**config.mk**
```make
export PLATFORM = sky130hd
export DESIGN_NAME = lfsr
export DESIGN_NICKNAME = d
export VERILOG_FILES = /design/src/rtl/lfsr.sv
export SDC_FILE = /design/constraint.sdc
export NUM_CORES = 1
export LEC_CHECK = 0
export ABC_AREA = 1
export BUFFER_PORTS_ARGS = -buffer_cell sky130_fd_sc_hd__buf_4
export CAP_MARGIN = 25
export CORE_AREA = 2 2 39 41
export CTS_BUF_LIST = sky130_fd_sc_hd__clkbuf_8 sky130_fd_sc_hd__clkbuf_16
export CTS_CLUSTER_SIZE = 12
export DETAILED_ROUTE_END_ITERATION = 16
export DIE_AREA = 0 0 41 43
export PLACE_DENSITY = 0.4
export SYNTH_ARGS = -nofsm -noshare
export SYNTH_HDL_FRONTEND = slang
export SYNTH_SLANG_ARGS = --single-unit
```
**constraint.sdc**
```tcl
create_clock -name clk -period 0.8 [get_ports clk]
set_input_delay 0 -clock clk [delete_from_list [all_inputs] [get_ports clk]]
set_output_delay 0 -clock clk [all_outputs]
set_load 0.05 [all_outputs]
```
**src/rtl/lfsr.sv**
```systemverilog
// Fibonacci (external-XOR) maximal-length LFSR, WIDTH 2..32, shifting left.
// An all-zero state is replaced by the seed on the next clock so the register cannot lock up.
module lfsr #(
    parameter int              WIDTH = 4,
    parameter logic [WIDTH-1:0] SEED = WIDTH'(1)
) (
    input  logic             clk,
    input  logic             reset,
    output logic [WIDTH-1:0] lfsr_o
);

    if (WIDTH < 2 || WIDTH > 32) begin : g_bad_width
        $error("lfsr: WIDTH must be in the range 2..32");
    end

    // Tap masks from the XAPP052 table: tap n sets mask bit n-1.
    function automatic logic [31:0] tap_mask(input int w);
        logic [31:0] m;
        m = '0;
        case (w)
            2:       m = 32'h0000_0003;
            3:       m = 32'h0000_0006;
            4:       m = 32'h0000_000C;
            5:       m = 32'h0000_0014;
            6:       m = 32'h0000_0030;
            7:       m = 32'h0000_0060;
            8:       m = 32'h0000_00B8;
            9:       m = 32'h0000_0110;
            10:      m = 32'h0000_0240;
            11:      m = 32'h0000_0500;
            12:      m = 32'h0000_0829;
            13:      m = 32'h0000_100D;
            14:      m = 32'h0000_2015;
            15:      m = 32'h0000_6000;
            16:      m = 32'h0000_D008;
            17:      m = 32'h0001_2000;
            18:      m = 32'h0002_0400;
            19:      m = 32'h0004_0023;
            20:      m = 32'h0009_0000;
            21:      m = 32'h0014_0000;
            22:      m = 32'h0030_0000;
            23:      m = 32'h0042_0000;
            24:      m = 32'h00E1_0000;
            25:      m = 32'h0120_0000;
            26:      m = 32'h0200_0023;
            27:      m = 32'h0400_0013;
            28:      m = 32'h0900_0000;
            29:      m = 32'h1400_0000;
            30:      m = 32'h2000_0029;
            31:      m = 32'h4800_0000;
            32:      m = 32'h8020_0003;
            default: m = '0;
        endcase
        return m;
    endfunction

    localparam logic [31:0]      TAPS     = tap_mask(WIDTH);
    localparam logic [WIDTH-1:0] SEED_EFF = (SEED == '0) ? WIDTH'(1) : SEED;

    logic [WIDTH-1:0] state_q;
    logic [WIDTH-1:0] state_d;
    logic             fb;

    always_comb begin
        fb      = ^(state_q & TAPS[WIDTH-1:0]);
        state_d = {state_q[WIDTH-2:0], fb};
        if (state_q == '0) begin
            state_d = SEED_EFF;
        end
    end

    always_ff @(posedge clk or posedge reset) begin
        if (reset) begin
            state_q <= SEED_EFF;
        end else begin
            state_q <= state_d;
        end
    end

    assign lfsr_o = state_q;

endmodule

```
==> impl_metrics.csv <==
group,metric,value,unit
run_status,status,"finished, violations left",
run_status,violations,"setup timing",
clocking,cts_buffer_depth,2,
die,die_x,41,µm
sta,hold_violations,0,
global_routing,grt_pass1_wl,427,µm
sta,finalWorstSetupSlack,-0.102,ns
sta,max_clock_freq,1.11,GHz
worst_setup_path,crit_end,"lfsr_o[0]",
placement,dp.cells,34,
worst_setup_path,cp_num_buf_inv,1,
clocking,clock_sinks,4,
yosys,synth.cell_area,155,µm²
worst_setup_path,reg2reg_from,"lfsr_o[0]",
drt,remaining_drc_errors,0,
placement,hpwl,229,µm
die,core-area,1380,µm²
yosys,synth_cell_types,8,
die,num_rows,14,
drt,ant_nets,0,
yosys,ys_seq_area_frac,0.653,
drt,drtPass1Iterations,1,
power_and_ir_drop,netSwitchingPower,0.103,mW
worst_setup_path,rr_worst_depth,3,
layout,stdcell_count,41,
sta,fin_crit,0.902,ns
power_and_ir_drop,p_comb_frac,0.018,
worst_setup_path,crit_type,"reg2out",
die,die_area,1760,µm²
power_and_ir_drop,ir_drop,0.452,mV
layout,drive_above_1_share,0.680,
sta,relSlewSlack,0.904,
worst_setup_path,end_kind,"output port",
global_routing,grt_start_max_net_pins,5,
clocking,cts-root-buf,"clkbuf_8",
layout,final_cell_mix,"4 x buf_6, 3 x inv_1, 3 x clkbuf_8, 3 x dfrtp_2",
worst_setup_path,path_delay_family,"flip-flops",
global_routing,grt_pass1_vias,120,
sta,fin_crit_sh,1.13,
placement,port_buffers,5,
power_and_ir_drop,clkPwrFrac,0.663,
worst_setup_path,r2r_setup_slack,-0.10,ns
layout,final_common_cell,"buf_6",
die,ios,6,
sta,holdWs,0.234,ns
die,die_y,43,µm
global_routing,grt_overflow_total,0,
worst_setup_path,cp_slowest_cell,"dfstp_2",
power_and_ir_drop,p_leak,0.154,nW
power_and_ir_drop,p_total,0.640,mW
layout,design_area,302,µm²
drt,vias,122,
sta,tightestPinTransition,0.144,ns
worst_setup_path,cp_data_required_time,0.80,ns
drt,wl_per_cell,7.10,µm
power_and_ir_drop,seq_power_share,0.319,
drt,drtIter0Drc,0,
power_and_ir_drop,p_per_area,2120,nW/µm²
yosys,syn_area_per_cell,10.3,µm²
layout,antenna_cells,0,
worst_setup_path,arrival,0.90,ns
drt,wl,291,µm
sta,slew_viol_final,0,
worst_setup_path,crit_chain,"buf_8",
yosys,syn_inst,15,
global_routing,antenna_found_initial,0,
worst_setup_path,cp.depth,1,
power_and_ir_drop,p_int,0.537,mW
clocking,htreeDepth,1,
sta,rsz0062_at_grt,"true",
power_and_ir_drop,switching_share,0.161,
worst_setup_path,crit_start,"lfsr_o[0]",
layout,area_growth,94.4,%
placement,postPlaceCellArea,209,µm²
worst_setup_path,cpPeakStageDelay,0.54,ns
drt,viasPerCell,2.98,
layout,largest_register_ffs,4,
global_routing,grt_usage,0.0454,
layout,nNetsFinal,29,
flow_run,drv_cap,0,
clocking,clk_latency,0.22,ns
worst_setup_path,cp-start-kind,"flop",
worst_setup_path,rr_endpoint,"lfsr_o[3]",
clocking,cts_tree,"yes",
yosys,ys_warn_count,0,
worst_setup_path,cp_max_fo,2,
yosys,synth-seq-cells,4,
sta,final.setup_skew,0.00498,ns
clocking,path_clk_slew,0.03,ns
clocking,cts_buffers,3,
yosys,synth_nets,18,
placement,gp_congestion,0.508,
min_path,hold_path_class,"in2async",
sta,setup_viol,3,
die,start_util,0.112,
==> logic make-up after synthesis <==
family	count (synthesis)	share of synthesized area
AOI/OAI and AO/OA	1	0.0322
adders and majority gates	1	0.0806
buffers and inverters	6	0.145
DFF	4	0.653
and+or+nand+nor	3	0.0888
==> worst min-delay path by stage <==
stage                from        end  depth (start not counted)  slack (ns)
finish              reset  lfsr_o[1]                          3        0.23
global route        reset  lfsr_o[1]                          3        0.25
CTS                 reset  lfsr_o[1]                          3        0.23
detailed placement  reset  lfsr_o[2]                          2       -0.11
global placement    reset  lfsr_o[2]                          2       -0.11
floorplan           reset  lfsr_o[1]                          1       -0.23
==> per-layer routing <==
layer / vias up / global-route usage / wire length [µm] / share of wire
li1: 61 / - / - / -
met1: 55 / 0.0358 / 105 / 0.36
met2: 6 / 0.0500 / 141 / 0.48
met3: 0 / 0.0471 / 43 / 0.15
met4: 0 / 0.0600 / 0 / 0
met5: - / 0 / 0 / 0
==> Yosys cell counts <==
cell type | count | area (µm²)
clkbuf_1 | 2 | 7.51
nand2_1 | 2 | 7.51
dfrtp_1 | 3 | 75.1
nor2_2 | 1 | 6.26
inv_1 | 4 | 15.0
ha_1 | 1 | 12.5
a21oi_1 | 1 | 5.00
dfstp_2 | 1 | 26.3
==> layout make-up <==
class	instances	area (µm²)
sequential	4	105
clock inverter	1	3.75
tap	16	20.0
timing repair buffer	8	85.1
fill	156	1080
inverter	4	15.0
multi-input combinational	5	31.3
clock buffer	3	41.3
==> power groups by stage <==
stage / Combinational [mW] / Sequential, mW / Clock [mW]
after floorplan: 0.00332 / 0.206 / 0
after global placement: 0.00763 / 0.206 / 0
after detailed placement: 0.00763 / 0.206 / 0
after CTS: 0.0117 / 0.204 / 0.438
after global routing: 0.0130 / 0.204 / 0.463
final: 0.0115 / 0.204 / 0.425
==> metrics by stage <==
step	TNS (ns)	setup WS, ns	utilization
after floorplan	-0.400	-0.183	-
after global placement	-0.0220	-0.0220	0.151
after detailed placement	-0.0381	-0.0381	0.151
after CTS	-0.246	-0.0997	0.210
after global routing	-0.372	-0.128	0.218
final	-0.252	-0.102	0.218
==> what timing repair did <==
| item | CTS | global route |
|---|---|---|
| endpoints found under the hold margin | 4 | 0 |
| setup endpoints to repair | 6 | 5 |
| hold buffers | 1 | 0 |
| resized for setup | 5 | 1 |
| pin swaps | 0 | 1 |
| setup buffers | 1 | 1 |
Power figures use the tool's default switching activity.
